==> src/rtl/pipe_front_regs.sv <==
// Front-end pipeline registers (PC, IF/ID, ID/EX). Each cycle they apply the
// stall/flush decisions from hazard detection and keep saturating stall/flush/bubble counters.
module pipe_front_regs #(
  parameter int unsigned        XLEN     = 32,
  parameter logic [XLEN-1:0]    RESET_PC = '0,
  parameter int unsigned        BUNDLE_W = 64,
  parameter int unsigned        CNT_W    = 32
) (
  input  logic                clk,
  input  logic                rst,
  input  logic                write_PC,
  input  logic                write_IFID,
  input  logic                flush_IFID,
  input  logic                flush_IDEX,
  input  logic [XLEN-1:0]     npc,
  input  logic [31:0]         instr_IF,
  input  logic [BUNDLE_W-1:0] bundle_ID,
  input  logic                cnt_clr,
  output logic [XLEN-1:0]     PC,
  output logic [XLEN-1:0]     PC_IFID,
  output logic [31:0]         instr_IFID,
  output logic                valid_IFID,
  output logic [XLEN-1:0]     PC_IDEX,
  output logic [BUNDLE_W-1:0] bundle_IDEX,
  output logic                valid_IDEX,
  output logic [CNT_W-1:0]    stall_cnt,
  output logic [CNT_W-1:0]    flush_cnt,
  output logic [CNT_W-1:0]    bubble_cnt
);

  localparam logic [31:0]      NOP_INSTR = 32'h0000_0013;
  localparam logic [CNT_W-1:0] CNT_MAX   = '1;
  localparam logic [CNT_W-1:0] CNT_ONE   = CNT_W'(1);

  logic stall_c;
  assign stall_c = ~write_PC & ~write_IFID;

  // PC register
  always_ff @(posedge clk) begin
    if (rst) begin
      PC <= RESET_PC;
    end else if (write_PC) begin
      PC <= npc;
    end
  end

  // IF/ID register: a flush beats a hold
  always_ff @(posedge clk) begin
    if (rst) begin
      PC_IFID    <= '0;
      instr_IFID <= NOP_INSTR;
      valid_IFID <= 1'b0;
    end else if (flush_IFID) begin
      PC_IFID    <= '0;
      instr_IFID <= NOP_INSTR;
      valid_IFID <= 1'b0;
    end else if (write_IFID) begin
      PC_IFID    <= PC;
      instr_IFID <= instr_IF;
      valid_IFID <= 1'b1;
    end
  end

  // ID/EX register advances every cycle; an all-zero bundle decodes as a harmless bubble
  always_ff @(posedge clk) begin
    if (rst || flush_IDEX) begin
      PC_IDEX     <= '0;
      bundle_IDEX <= '0;
      valid_IDEX  <= 1'b0;
    end else begin
      PC_IDEX     <= PC_IFID;
      bundle_IDEX <= bundle_ID;
      valid_IDEX  <= valid_IFID;
    end
  end

  // Saturating performance counters; clear takes priority over increment
  always_ff @(posedge clk) begin
    if (rst || cnt_clr) begin
      stall_cnt  <= '0;
      flush_cnt  <= '0;
      bubble_cnt <= '0;
    end else begin
      if (stall_c && stall_cnt != CNT_MAX) begin
        stall_cnt <= stall_cnt + CNT_ONE;
      end
      if (flush_IFID && flush_cnt != CNT_MAX) begin
        flush_cnt <= flush_cnt + CNT_ONE;
      end
      if (flush_IDEX && bubble_cnt != CNT_MAX) begin
        bubble_cnt <= bubble_cnt + CNT_ONE;
      end
    end
  end

endmodule

==> config.mk <==
export PLATFORM = sky130hd
export DESIGN_NAME = pipe_front_regs
export DESIGN_NICKNAME = d
export VERILOG_FILES = /design/src/rtl/pipe_front_regs.sv
export SDC_FILE = /design/constraint.sdc
export NUM_CORES = 1
export LEC_CHECK = 0
export ABC_AREA = 0
export CORE_MARGIN = 8
export CORE_UTILIZATION = 45
export CTS_CLUSTER_DIAMETER = 80
export DETAILED_ROUTE_END_ITERATION = 10
export HOLD_SLACK_MARGIN = 0.03
export PLACE_DENSITY = 0.93
export SLEW_MARGIN = 5
export SYNTH_ARGS = -nofsm -noshare
export SYNTH_HDL_FRONTEND = slang
export SYNTH_SLANG_ARGS = --single-unit
==> constraint.sdc <==
create_clock -name clk -period 3.26 [get_ports clk]
set_input_delay 0.489 -clock clk [delete_from_list [all_inputs] [get_ports clk]]
set_output_delay 0.489 -clock clk [all_outputs]
set_load 0.1 [all_outputs]
# Word level (Yosys, flattened, before mapping)
# Cells that the tools add are included.
# word_totals
regBits	290
word_cells	25
# op_classes
n_addsub	3
n_eq_ne	3
bitwise_logic	3
n_reduce_logical	6
# ops
cell	n
$add A32 B1 Y32 const B	3
$ne A32 B32 Y1 const B	3
$logic_and A1 B1 Y1	3
$logic_or A1 B1 Y1	2
$not A1 Y1	2
$reduce_or A2 Y1	1
$and A1 B1 Y1	1

# Logic depth before layout (Yosys ltp)
# Gate-level depths: netlist of run 1.
# logic_depth
depth_word	3
ltp_mapped	8
depth_no_buf	6

# Worst setup path after synthesis of run 1
# No wires, ideal clock.
# synth_path
kind	register -> register
start	register flush_cnt[17]
end	register flush_cnt[0]
arrival_ns	2.686
t_required_ns	3.132
setup_slack_ns	0.446
path_stages_with_launch	7
path_buffers	1
path_cell_list	dfxtp_1 nand4_1 or4_4 o31ai_2 buf_4 xor2_1 nor2_1
# synth_via
elab_chain_len	2
# synth_lines
item	line_no	rtl
start, declared	27	output logic [CNT_W-1:0] flush_cnt,
start signal, assigned	88	flush_cnt <= flush_cnt + CNT_ONE;
$ne A32 B32 Y1	87	if (flush_IFID && flush_cnt != CNT_MAX) begin
$logic_and A1 B1 Y1	87	
# No other way between the ends.
# A chain may end at the register's enable or synchronous reset.

# Final worst setup path of run 1
# layout_path
start	register stall_cnt[20]
end	output stall_cnt[20]
# layout_rtl
item	line_no	rtl
start, declared	26	output logic [CNT_W-1:0] stall_cnt,
start signal, assigned	85	stall_cnt <= stall_cnt + CNT_ONE;
# No word-level cell between the ends.

==> impl_metrics.xml, run 1 <==
<?xml version="1.0" encoding="UTF-8"?>
<metrics>
  <group name="synthesis">
    <metric name="synthCells" unit="">1118</metric>
    <metric name="synth_nets" unit="">1256</metric>
    <metric name="synth-main-ff-cell" unit="">dfxtp_1</metric>
    <metric name="synth.top_cells.by_count" unit="">dfxtp_1 (290), nor2_1 (141), mux2i_1 (105)</metric>
    <metric name="syn_avg_cell_area" unit="sq um">9.782</metric>
    <metric name="synth_top_cells_by_area" unit="">dfxtp_1 (53%), mux2i_1 (9.6%), and2_1 (5.8%)</metric>
    <metric name="synth_top_area_cell" unit="">dfxtp_1</metric>
    <metric name="synth_enable_flop_cells" unit="">0</metric>
    <metric name="synthDistinctLibCells" unit="">50</metric>
    <metric name="yosys.area.top_type_share" unit="%">53.08</metric>
    <metric name="synth-seq-area-share" unit="%">53.08</metric>
    <metric name="yosys_register_bits" unit="">290</metric>
    <metric name="ys.warnings.count" unit="">0</metric>
    <metric name="synth_area" unit="sq um">10940</metric>
    <metric name="async_flop_share" unit="%">0</metric>
    <metric name="post-synth-top-count-cell" unit="">dfxtp_1</metric>
  </group>
  <group name="cts">
    <metric name="h-tree-depth" unit="">1</metric>
    <metric name="cts-buffers-inserted" unit="">30</metric>
    <metric name="clk_pin_slew" unit="ns">0.06</metric>
    <metric name="clk_root_buffer_cell" unit="">clkbuf_16</metric>
    <metric name="cts_tree" unit="">yes</metric>
    <metric name="holdBufCountCts" unit="">0</metric>
    <metric name="cts_repair_resize_count" unit="">0</metric>
    <metric name="clock_latency" unit="ns">0.56</metric>
    <metric name="clock_sinks" unit="">290</metric>
    <metric name="cts_max_path_buffers" unit="">3</metric>
    <metric name="cts.repair_timing.setup_buffer_count" unit="">0</metric>
  </group>
  <group name="flow_run">
    <metric name="cap_violations" unit="">0</metric>
  </group>
  <group name="critical_path">
    <metric name="path_buf_inv" unit="">1</metric>
    <metric name="worstSetupStartpoint" unit="">stall_cnt[20]</metric>
    <metric name="timing.setup.critical_path_class" unit="">reg2out</metric>
    <metric name="endpoint_kind" unit="">output pin</metric>
    <metric name="worst_ep_required_time" unit="ns">2.77</metric>
    <metric name="cp_max_fo" unit="">4</metric>
    <metric name="crit_path_max_incr_delay" unit="ns">1.17</metric>
    <metric name="crit_path_top_delay_cell" unit="">clkdlybuf4s50_1</metric>
    <metric name="path_cells" unit="">clkdlybuf4s50_1</metric>
    <metric name="critical_path_launch_point_type" unit="">flip-flop</metric>
    <metric name="path_delay_family" unit="">buffers and inverters</metric>
    <metric name="r2r_start" unit="">stall_cnt[25]</metric>
    <metric name="worst-endpoint-arrival" unit="ns">2.13</metric>
  </group>
  <group name="global_route">
    <metric name="first_pass_grt_wire_length" unit="um">57440</metric>
    <metric name="grt_max_degree" unit="">98</metric>
    <metric name="grt_antenna_before_repair" unit="">1</metric>
    <metric name="grt_remaining_overflow" unit="">0</metric>
    <metric name="global_route.usage.total" unit="%">24.22</metric>
    <metric name="first_global_vias" unit="">10240</metric>
  </group>
  <group name="routing">
    <metric name="vias" unit="">10210</metric>
    <metric name="drc" unit="">0</metric>
    <metric name="route.detailed.wl_per_inst" unit="um">20.33</metric>
    <metric name="detailedRoute.firstIterationViolations" unit="">749</metric>
    <metric name="post_drt_via_cell_ratio" unit="">5.450</metric>
    <metric name="iteration_count_of_the_initial_detailed_routing_pass" unit="">5</metric>
    <metric name="finalWirelength" unit="um">38100</metric>
    <metric name="drt.antenna.violating_nets" unit="">0</metric>
  </group>
  <group name="worst_hold_path">
    <metric name="hp-class" unit="">in2reg</metric>
    <metric name="worstHoldStart" unit="">rst</metric>
  </group>
  <group name="timing">
    <metric name="final.min_clock_period" unit="ns">2.615</metric>
    <metric name="max_clock_freq" unit="MHz">382.4</metric>
    <metric name="finish_stage_setup_viols" unit="">0</metric>
    <metric name="finalClockSkew" unit="ns">0.009144</metric>
    <metric name="max_slew_margin" unit="%">25.73</metric>
    <metric name="timing_max_transition_violations_final" unit="">0</metric>
    <metric name="final.setup.tns" unit="ns">0</metric>
    <metric name="rsz0062_at_grt" unit="">no</metric>
    <metric name="max_slew.worst_pin.slew" unit="ns">1.114</metric>
    <metric name="finalHoldViolCount" unit="">0</metric>
    <metric name="fin_crit_sh" unit="%">80.22</metric>
    <metric name="layout_setup_ws" unit="ns">0.6447</metric>
  </group>
  <group name="die">
    <metric name="die_w" unit="um">171.9</metric>
    <metric name="dieArea" unit="sq um">29550</metric>
    <metric name="floorplan.initialDensity" unit="%">45.37</metric>
    <metric name="core.rowCount" unit="">57</metric>
    <metric name="die_h" unit="um">171.9</metric>
    <metric name="placeableCoreArea" unit="sq um">24110</metric>
    <metric name="floorplan.io_pins" unit="">425</metric>
  </group>
  <group name="power">
    <metric name="power-per-cell-area" unit="nW/um^2">520.1</metric>
    <metric name="leakage" unit="nW">6.345</metric>
    <metric name="power.share.sequential" unit="%">44.1</metric>
    <metric name="post-layout-total-power" unit="mW">8.341</metric>
    <metric name="maximum_vdd_ir_drop" unit="uV">506.8</metric>
    <metric name="netSwitchingFraction" unit="%">27.43</metric>
    <metric name="power.combinational.fraction" unit="%">13.8</metric>
    <metric name="share_clk_of_total_power" unit="%">42.1</metric>
    <metric name="p_switching" unit="mW">2.288</metric>
    <metric name="power.internal" unit="mW">6.053</metric>
  </group>
  <group name="layout">
    <metric name="finalNonFillerCells" unit="">1874</metric>
    <metric name="drive_gt1_share" unit="%">16.20</metric>
    <metric name="area_delta_synth_final" unit="%">46.64</metric>
    <metric name="fin_nets" unit="">1664</metric>
    <metric name="final_cell_utilization_of_the_core" unit="%">66.53</metric>
  </group>
  <group name="status">
    <metric name="outcome" unit="">completed</metric>
  </group>
  <group name="placement">
    <metric name="place_ws" unit="ns">0.5859</metric>
    <metric name="hpwlAfterDp" unit="um">27900</metric>
    <metric name="io_buffer_count" unit="">424</metric>
    <metric name="instance_count_after_placement_with_tap_cells_included" unit="">1818</metric>
    <metric name="routabilityCongestion" unit="">0.8952</metric>
  </group>
</metrics>
power by group through the flow:
stage                     combinational (mW)  sequential [mW]  clock [mW]
final                                   1.15             3.68        3.51
after global routing                    1.19             3.68        3.73
after CTS                               1.16             3.67        3.57
after detailed placement                1.15             3.75           0
after global placement                  1.13             3.75           0
after floorplan                        0.191             4.32           0
worst paths after layout:
| check | to | slack (ns) | cells past startpoint |
|---|---|---|---|
| hold / removal | instr_IFID[1] | 0.28 | 3 |
| setup / recovery | stall_cnt[20] | 0.64 | 1 |
| hold reg to reg | PC_IDEX[7] | 0.48 | 1 |
| setup reg to reg | stall_cnt[29] | 0.67 | 5 |
state kept, by name, summed over array words and instances, names as in the netlist:
register     count
bundle_IDEX     64
PC              32
PC_IDEX         32
PC_IFID         32
bubble_cnt      32
flush_cnt       32
instr_IFID      32
stall_cnt       32
valid_IDEX       1
valid_IFID       1
placed cells by master (no fill, tap or decap), types with 3 or more instances in the layout:
cell,n
inv_1,11
nor2_1,139
a41o_1,3
nor3_1,6
o31ai_1,24
nand2_1,50
and2_1,102
bufinv_16,3
o2111ai_1,5
nor4_1,15
a21oi_1,50
nor4_2,3
xnor2_1,14
or2_2,4
dfxtp_1,290
or3_1,35
o211ai_1,6
and3_1,9
clkbuf_16,30
a31oi_1,6
or4_1,26
xor2_1,10
nand4_1,30
mux2i_1,105
o31a_1,3
and4_1,11
clkbuf_1,7
clkbuf_8,6
nand3_1,42
clkdlybuf4s50_1,252
clkinv_2,5
o21ai_0,31
buf_4,180
ha_1,3
layer usage:
layer	GRT usage (%)	wire length, um	vias up
met2	41.95	18800	467
met4	11.02	1705	0
met5	0	0	-
met1	27.13	14210	4864
met3	7.192	3384	115
li1	-	-	4768
worst reg2reg max path, delay by kind of cell (launching register included):
| kind | cells | cell delay, ns |
|---|---|---|
| AO/OA/AOI/OAI | 2 | 1.02 |
| flip-flops | 1 | 0.45 |
| AND/OR/NAND/NOR | 3 | 1.03 |
final cells by class:
class / count / area, sq um
well taps: 324 / 405.4
multi-input cells: 757 / 4827
fillers: 1769 / 8068
clock buffers: 43 / 859.6
inverters: 11 / 41.29
clock inverters: 12 / 172.7
diodes: 1 / 2.502
flip-flops and latches: 290 / 5806
repair buffers: 436 / 3924
cells by family after synthesis:
kind of cell / count (synthesis) / share of synthesized area (%)
XOR/XNOR: 24 / 1.922
buffers and inverters: 71 / 2.872
multiplexers: 105 / 9.610
flip-flops: 290 / 53.08
adder cells (fa/ha/maj): 3 / 0.3432
AO/OA/AOI/OAI: 142 / 8.237
AND/OR/NAND/NOR: 483 / 23.93
metrics by stage:
step,cell area (sq um),hold slack (ns)
2_1_floorplan,10940,0.5980
3_3_place_gp,15000,0.4538
3_5_place_dp,15000,0.4703
4_1_cts,16040,0.2453
5_1_grt,16040,0.2550
6_report,16040,0.2817
Power figures use the tool's default switching activity.
==> run 2, diff against run 1 <==
- CORE_UTILIZATION: 45 -> 44
- PLACE_DENSITY: 0.93 -> 0.92
- clock period: 3.26 -> 2.6 ns (I/O delays scaled with it)
==> run 2 against run 1 <==
Net effect:
- wire length fell by 2.7%
- highest routed layer is now met5
- largest cell class unchanged
- final area fell by 1.0%
- sequential share of layout area rose by 0.77 points
- clock power rose by 28%
- sequential power rose by 25%
- critical endpoint is now flush_cnt[27]
- final cell count rose by 0.37%
- total power rose by 26%
- via count fell by 1.9%
==> impl_metrics.xml, run 2 (same netlist as run 1, synthesis figures left out) <==
<?xml version="1.0" encoding="UTF-8"?>
<metrics>
  <group name="global_route">
    <metric name="first_global_vias" unit="">9992</metric>
    <metric name="global_route.usage.total" unit="%">23.08</metric>
    <metric name="met1_usage_in_global_routing" unit="%">26.36</metric>
    <metric name="grt_remaining_overflow" unit="">0</metric>
    <metric name="gr-usage-met2" unit="%">40.39</metric>
    <metric name="met3_usage" unit="%">5.794</metric>
    <metric name="grt_antenna_before_repair" unit="">2</metric>
    <metric name="first_pass_grt_wire_length" unit="um">56900</metric>
    <metric name="grt_busiest_layer" unit="">met2</metric>
    <metric name="grt_max_degree" unit="">98</metric>
  </group>
  <group name="timing">
    <metric name="fin_crit_sh" unit="%">86.63</metric>
    <metric name="finish_stage_setup_viols" unit="">0</metric>
    <metric name="hold_slack" unit="ns">0.4030</metric>
    <metric name="timing_max_transition_violations_final" unit="">0</metric>
    <metric name="final.setup.tns" unit="ns">0</metric>
    <metric name="layout_setup_ws" unit="ns">0.3476</metric>
    <metric name="finalHoldViolCount" unit="">0</metric>
    <metric name="max_slew_margin" unit="%">27.35</metric>
    <metric name="max_slew.worst_pin.slew" unit="ns">1.090</metric>
    <metric name="max_clock_freq" unit="MHz">444.0</metric>
    <metric name="rsz0062_at_grt" unit="">no</metric>
    <metric name="finalClockSkew" unit="ns">0.01506</metric>
    <metric name="final.min_clock_period" unit="ns">2.252</metric>
  </group>
  <group name="layout">
    <metric name="drive_gt1_share" unit="%">27.70</metric>
    <metric name="finalNonFillerCells" unit="">1881</metric>
    <metric name="mostFrequentLayoutCells" unit="">buf_4 (306), dfxtp_1 (239), nor2_1 (139), clkdlybuf4s50_1 (131), mux2i_1 (105)</metric>
    <metric name="fin_nets" unit="">1670</metric>
    <metric name="final_common_cell" unit="">buf_4</metric>
    <metric name="largest_register_ff_count" unit="">64</metric>
    <metric name="area_delta_synth_final" unit="%">45.15</metric>
    <metric name="largest_register" unit="">bundle_IDEX</metric>
  </group>
  <group name="routing">
    <metric name="route.detailed.wl_per_inst" unit="um">19.71</metric>
    <metric name="detailedRoute.firstIterationViolations" unit="">821</metric>
    <metric name="finalWirelength" unit="um">37080</metric>
    <metric name="drt.antenna.violating_nets" unit="">0</metric>
    <metric name="vias" unit="">10020</metric>
    <metric name="drc" unit="">0</metric>
    <metric name="iteration_count_of_the_initial_detailed_routing_pass" unit="">5</metric>
    <metric name="post_drt_via_cell_ratio" unit="">5.325</metric>
  </group>
  <group name="cts">
    <metric name="cts_repair_resize_count" unit="">0</metric>
    <metric name="holdBufCountCts" unit="">0</metric>
    <metric name="cts_tree" unit="">yes</metric>
    <metric name="cts.repair_timing.setup_buffer_count" unit="">0</metric>
    <metric name="clock_latency" unit="ns">0.54</metric>
    <metric name="cts-buffers-inserted" unit="">30</metric>
    <metric name="h-tree-depth" unit="">1</metric>
    <metric name="clock_sinks" unit="">290</metric>
    <metric name="cts_max_path_buffers" unit="">3</metric>
    <metric name="clk_root_buffer_cell" unit="">clkbuf_16</metric>
    <metric name="clk_pin_slew" unit="ns">0.06</metric>
  </group>
  <group name="placement">
    <metric name="io_buffer_count" unit="">424</metric>
    <metric name="hpwlAfterDp" unit="um">27370</metric>
    <metric name="place_ws" unit="ns">0.2242</metric>
    <metric name="routabilityCongestion" unit="">0.9188</metric>
    <metric name="instance_count_after_placement_with_tap_cells_included" unit="">1824</metric>
  </group>
  <group name="die">
    <metric name="floorplan.io_pins" unit="">425</metric>
    <metric name="die_w" unit="um">173.7</metric>
    <metric name="core.rowCount" unit="">57</metric>
    <metric name="dieArea" unit="sq um">30160</metric>
    <metric name="floorplan.initialDensity" unit="%">44.84</metric>
    <metric name="die_h" unit="um">173.7</metric>
    <metric name="placeableCoreArea" unit="sq um">24390</metric>
  </group>
  <group name="critical_path">
    <metric name="r2r_slack" unit="ns">0.35</metric>
    <metric name="worstReg2RegEnd" unit="">flush_cnt[27]</metric>
    <metric name="worstSetupStartpoint" unit="">flush_cnt[0]</metric>
    <metric name="critical_path_launch_point_type" unit="">flip-flop</metric>
    <metric name="ff2ff_path_depth" unit="">6</metric>
    <metric name="timing.setup.critical_path_class" unit="">reg2reg</metric>
    <metric name="cp_max_fo" unit="">18</metric>
    <metric name="endpoint_kind" unit="">flip-flop</metric>
    <metric name="worst_ep_required_time" unit="ns">3.05</metric>
    <metric name="critPathCapture" unit="">flush_cnt[27]</metric>
    <metric name="worst-endpoint-arrival" unit="ns">2.71</metric>
    <metric name="r2r_start" unit="">flush_cnt[0]</metric>
  </group>
  <group name="status">
    <metric name="outcome" unit="">completed</metric>
  </group>
  <group name="flow_run">
    <metric name="cap_violations" unit="">0</metric>
  </group>
  <group name="power">
    <metric name="leakage" unit="nW">6.632</metric>
    <metric name="maximum_vdd_ir_drop" unit="uV">461.6</metric>
    <metric name="power-per-cell-area" unit="nW/um^2">662.8</metric>
  </group>
  <group name="worst_hold_path">
    <metric name="hp-class" unit="">in2reg</metric>
    <metric name="worstHoldStart" unit="">bundle_ID[38]</metric>
  </group>
</metrics>
## run 2: cell count changes in the layout (fill, tap and decap cells not counted)
cell | before | now
buf_4 | 180 | 306
clkdlybuf4s50_1 | 252 | 131
dfxtp_1 | 290 | 239
dfxtp_2 | 0 | 51
clkinvlp_4 | 1 | 4
buf_12 | 2 | 3
bufinv_16 | 3 | 4
clkbuf_1 | 7 | 6
clkbuf_16 | 30 | 31
clkbuf_8 | 6 | 5
clkinv_16 | 1 | 0
clkinv_4 | 1 | 0
inv_6 | 0 | 1
inv_8 | 1 | 0
## run 2: area by class of cell
class	instances	area, sq um
fill	1813	8516
timing repair buffer	442	3679
sequential	290	5869
multi-input combinational	757	4827
inverter	11	41.29
clock inverter	14	183.9
antenna	1	2.502
clock buffer	42	867.1
tap	324	405.4
## run 2: worst min-delay path by stage
stage,end,slack [ns],cells after the start
after floorplan,instr_IFID[0],0.50,2
after global placement,stall_cnt[20],0.46,1
after detailed placement,instr_IFID[0],0.46,2
after CTS,bundle_IDEX[9],0.37,2
after global routing,bundle_IDEX[26],0.39,2
final,bundle_IDEX[38],0.40,2
## run 2: per-layer routing
metal	up-vias	share of wire (%)
met2	445	50
met3	84	7.7
met1	4699	39
met4	2	4.2
li1	4787	-
met5	-	0.024
## run 2: worst max-delay path, cell delays in order (launching register included)
cell,delay (ns)
dfxtp_2,0.35
ha_1,0.25
and4_1,0.25
and3_1,0.22
and4_1,0.38
or4_1,0.56
a21oi_1,0.16
## run 2: stage by stage
step | area, sq um | power, mW | util, %
finish | 15880 | 10.52 | 65.09
global route | 15880 | 10.86 | 65.09
CTS | 15870 | 10.62 | 65.08
detailed placement | 14820 | 6.124 | 60.77
global placement | 14820 | 6.103 | 60.77
floorplan | 11000 | 5.652 | -
## run 2: where the power goes
| group | switching, mW | internal, mW | leakage [nW] |
|---|---|---|---|
| combinational | 1.00 | 0.421 | 3.74 |
| sequential | 0.0620 | 4.54 | 2.38 |
| clock | 1.77 | 2.72 | 0.506 |
| total | 2.83 | 7.69 | 6.63 |
==> run 3, diff against run 2 <==
- SKIP_CTS_REPAIR_TIMING: not set -> 1
==> results of run 3 <==
The final DEF is identical to that of run 2; final timing and power are the same.
